## src/rtl/contador_mod_prog.sv

```systemverilog
`default_nettype none
// ============================================================================
// Module      : contador_mod_prog
// Description : Programmable-modulus up/down counter. Counts 0..M-1 with
//               wrap-around in either direction, runtime-loadable modulus,
//               combinational terminal-count / midpoint flags and registered
//               one-cycle wrap (rco) and rejected-modulus (erro) pulses.
//               Optional parallel load on carrega/D is compiled in only when
//               the macro CONTADOR_CARGA_EN is defined.
// Revision    : 1.0 - initial release
// ============================================================================
module contador_mod_prog #(
    parameter int N         = 13,
    parameter int M_DEFAULT = 5000
) (
    input  logic         clock,
    input  logic         zera_s,
    input  logic         conta,
    input  logic         desce,
    input  logic         define_m,
    input  logic [N-1:0] novo_m,
    input  logic         carrega,
    input  logic [N-1:0] D,
    output logic [N-1:0] Q,
    output logic [N-1:0] m_atual,
    output logic         fim,
    output logic         meio,
    output logic         rco,
    output logic         erro
);

    localparam logic [N-1:0] c_ZERO      = '0;
    localparam logic [N-1:0] c_ONE       = N'(1);
    localparam logic [N-1:0] c_TWO       = N'(2);
    localparam logic [N-1:0] c_M_DEFAULT = N'(M_DEFAULT);

    logic [N-1:0] r_q;
    logic [N-1:0] r_m;
    logic         r_rco;
    logic         r_erro;

    logic [N-1:0] w_m_menos1;
    logic         w_no_topo;
    logic         w_no_zero;

`ifndef CONTADOR_CARGA_EN
    // Load inputs remain in the port list for drop-in compatibility but have no effect.
    logic w_unused_carga;
    assign w_unused_carga = &{1'b0, carrega, D};
`endif

    // Shared compare terms for terminal count in either direction.
    always_comb begin
        w_m_menos1 = r_m - c_ONE;
        w_no_topo  = (r_q == w_m_menos1);
        w_no_zero  = (r_q == c_ZERO);
    end

    // Count, modulus and pulse registers; priority zera_s > define_m > carrega > conta.
    always_ff @(posedge clock) begin
        if (zera_s) begin
            r_q    <= c_ZERO;
            r_m    <= c_M_DEFAULT;
            r_rco  <= 1'b0;
            r_erro <= 1'b0;
        end else begin
            r_rco  <= 1'b0;
            r_erro <= 1'b0;
            if (define_m) begin
                // A modulus below 2 cannot hold a counting sequence; reject it.
                if (novo_m >= c_TWO) begin
                    r_m <= novo_m;
                    r_q <= c_ZERO;
                end else begin
                    r_erro <= 1'b1;
                end
            end
`ifdef CONTADOR_CARGA_EN
            else if (carrega) begin
                // Clamp so the count never reaches or exceeds the modulus.
                r_q <= (D < r_m) ? D : w_m_menos1;
            end
`endif
            else if (conta) begin
                if (!desce) begin
                    if (w_no_topo) begin
                        r_q   <= c_ZERO;
                        r_rco <= 1'b1;
                    end else begin
                        r_q <= r_q + c_ONE;
                    end
                end else begin
                    if (w_no_zero) begin
                        r_q   <= w_m_menos1;
                        r_rco <= 1'b1;
                    end else begin
                        r_q <= r_q - c_ONE;
                    end
                end
            end
        end
    end

    // Output mapping; fim and meio track Q, M and desce with no latency.
    always_comb begin
        Q       = r_q;
        m_atual = r_m;
        rco     = r_rco;
        erro    = r_erro;
        fim     = desce ? w_no_zero : w_no_topo;
        meio    = (r_q == (r_m >> 1));
    end

endmodule
`default_nettype wire

```

## config.mk

```make
export PLATFORM = sky130hd
export DESIGN_NAME = contador_mod_prog
export DESIGN_NICKNAME = d
export VERILOG_FILES = /design/src/rtl/contador_mod_prog.sv
export SDC_FILE = /design/constraint.sdc
export NUM_CORES = 1
export LEC_CHECK = 0
export ABC_CLOCK_PERIOD_IN_PS = 3660
export CAP_MARGIN = 15
export CELL_PAD_IN_SITES_DETAIL_PLACEMENT = 1
export CELL_PAD_IN_SITES_GLOBAL_PLACEMENT = 2
export CORE_ASPECT_RATIO = 0.75
export CORE_MARGIN = 5
export CORE_UTILIZATION = 27
export CTS_CLUSTER_DIAMETER = 150
export DETAILED_ROUTE_END_ITERATION = 10
export GPL_TIMING_DRIVEN = 1
export PLACE_DENSITY = 0.78
export SYNTH_ARGS = -nofsm -noshare
export SYNTH_HDL_FRONTEND = slang
export SYNTH_SLANG_ARGS = --single-unit
```

## constraint.sdc

```tcl
create_clock -name clock -period 3.66 [get_ports clock]
set_input_delay 0.732 -clock clock [delete_from_list [all_inputs] [get_ports clock]]
set_output_delay 0.732 -clock clock [all_outputs]
set_load 0.005 [all_outputs]
```

==> run_results.csv <==
group,metric,value,unit
status,status,"finished, final reports clean",
clocking,htree_num_levels,1,
synthesis,yosys_warnings,0,
timing,max_freq,281.0,MHz
layout,antenna_cells,0,
global_route,grt-ovfl-total,0,
routing,drtIter0Drc,142,
routing,via_per_inst,5.196,
worst_setup_path,required,2.93,ns
worst_setup_path,start_kind,"flop",
clocking,cts_tree,"yes",
layout,final_common_cell,"nand2_1",
synthesis,synth-edff-count,0,
worst_setup_path,end_kind,"primary output",
routing,vias,2541,
layout,fillerInstances,1051,
routing,postRouteAntennaNets,0,
global_route,use_met2,0.2472,
timing,whs,0.4803,ns
clocking,post_cts_buffers,0,
timing,drv_slew,0,
global_route,grt_use_total,0.1717,
clocking,cts_made_buffers,3,
power_and_ir_drop,ir_worst_vdd,162.9,uV
power_and_ir_drop,powerDensity,307.8,mW/mm^2
floorplanning,dieWidth,116.7,microns
worst_setup_path,r2r_slack,0.45,ns
timing,setup_viol,0,
worst_setup_path,path_max_fanout,4,
clocking,clk_pin_slew_worst_paths,0.07,ns
synthesis,syn_area_per_cell,7.180,sq um
global_route,grt_max_degree,18,
placed_design,gp_congestion,0.8873,
synthesis,syn_inst,321,
floorplanning,die_h,90.01,microns
layout,syn_to_final_growth,40.23,%
synthesis,synth_seq_area_share,0.2432,
power_and_ir_drop,power_leakage,1.215,nW
timing,rsz0062_at_grt,"no",
global_route,grt_pass1_wl,14.46,mm
synthesis,netlist_area,0.002305,sq mm
synthesis,syn_nets,356,
timing,timing.final.crit_period,3.559,ns
global_route,grtUsageMet3,0.02886,
clocking,clock-root-buffer,"clkbuf_16",
routing,wirelength,8.913,mm
routing,wl_per_cell,18.23,microns
synthesis,synth_seq_cells,28,
global_route,first_global_vias,2563,
layout,drive_above_1_share,0.1522,
clocking,clk_latency,0.27,ns
synthesis,synth_cell_types,52,
layout,fin_nets,418,
timing,final_hold_viol_count,0,
global_route,busiest_layer,"met1",
layout,seq_area,560.5,sq um
layout,finish.instance_area,0.003232,sq mm
synthesis,async_flop_share,0,
floorplanning,num_rows,29,
worst_setup_path,crit_type,"flop to primary output",
floorplanning,die-area,0.01050,sq mm
floorplanning,core_area,0.008382,sq mm
layout,post-route-util,0.3856,
layout,final_cell_mix,"nand2_1, clkdlybuf4s50_1, buf_4, dfxtp_1, xnor2_1",
placed_design,dpl_cell_area,0.003085,sq mm
global_route,use_met1,0.2713,
timing,fin_crit_sh,0.9723,
synthesis,synth_top_area_share,0.2432,
floorplanning,ios,62,
routing,firstDrtPassIters,4,
global_route,antenna_found_initial,0,
run,cap_violations,0,
synthesis,yosysTopAreaCell,"dfxtp_1",
layout,multi_input_area,0.001637,sq mm
clocking,cts.sinks,28,
worst_setup_path,critPathArrivalTime,2.83,ns
worst_hold_path,hp-class,"flop to flop",
synthesis,synth_area_leaders,"dfxtp_1, xnor2_1, nand2_1, xor2_1, clkbuf_1",
placed_design,hpwl,6.917,mm
floorplanning,start_util,0.2750,
clocking,cts_buffer_depth,2,
placed_design,port_buffers,47,
routing,drc,0,
timing,tightestPinTransition,0.5739,ns
timing,finalClockSkew,0.006658,ns
timing,relSlewSlack,0.6139,
synthesis,synth_flop_cell,"dfxtp_1",
[metrics by stage]
stage	TNS, ns	instances	total power, W	setup slack [ns]
2_1_floorplan	0	321	0.0005575	0.3016
3_3_place_gp	-0.1150	486	0.0007165	-0.1150
3_5_place_dp	-0.1381	486	0.0007205	-0.1381
4_1_cts	0	489	0.0009940	0.01764
5_1_grt	0	489	0.001058	0.01018
6_report	0	489	0.0009948	0.1013
[worst max-delay path: stages, from the launching register on]
cell and delay, ns:
dfxtp_1 0.32, or4_4 0.58, o31a_1 0.26, o31a_1 0.27, or4_4 0.54, a2111o_1 0.41
nand2_2 0.09, buf_6 0.09
[layer usage]
layer	wire length [microns]	part of all wire
met1	4542	0.51
met2	3855	0.43
met3	477	0.054
met4	38	0.0043
met5	0	0
[cells in the mapped netlist (all sizes together) (5+ instances only)]
cell type	number
xnor2	25
mux2i	5
nor3	8
a31oi	6
xor2	12
nand3	9
and3	5
nand4	6
inv	11
nor4	9
clkbuf	27
nor2	22
dfxtp	28
nand2	50
o21ai	18
a21oi	14
[sequential cells by signal, indices dropped and copies added (netlist names)]
signal / count
rco: 1
Q: 13
erro: 1
m_atual: 13
[area by class of cell]
cell class,count,area share
Clock buffer,3,0.02323
Inverter,11,0.01278
Multi-Input combinational cell,251,0.5064
Sequential cell,28,0.1734
Tap cell,108,0.04181
Timing Repair Buffer,88,0.2424
[power breakdown]
group / internal, W / switching (W)
clock network: 0.000146 / 0.000116
registers: 0.000321 / 0.0000198
logic: 0.000186 / 0.000206
total: 0.000654 / 0.000341
[repair_timing]
action / 4_1_cts / 5_1_grt
hold buffers: 0 / 0
gates resized for setup: 9 / 9
setup endpoints to repair: 1 / 1
pin swaps: 2 / 4
[final timing paths]
kind,startpoint,end,cells after the start
max,m_atual[3],fim,7
max reg2reg,m_atual[3],Q[4],8
min,m_atual[1],m_atual[1],2
min reg2reg,m_atual[1],m_atual[1],2
[kinds of logic (layout without fill, tap and decap cells)]
family	after synthesis	in the layout	synth area share
AO/OA/AOI/OAI	70	70	0.2047
XOR/XNOR	38	38	0.1504
adder cells (fa/ha/maj)	3	3	0.01629
buffers and inverters	42	102	0.07546
flip-flops	28	28	0.2432
multiplexers	5	5	0.02172
AND/OR/NAND/NOR	135	135	0.2883
No activity file was read; power rests on OpenSTA's default activity.
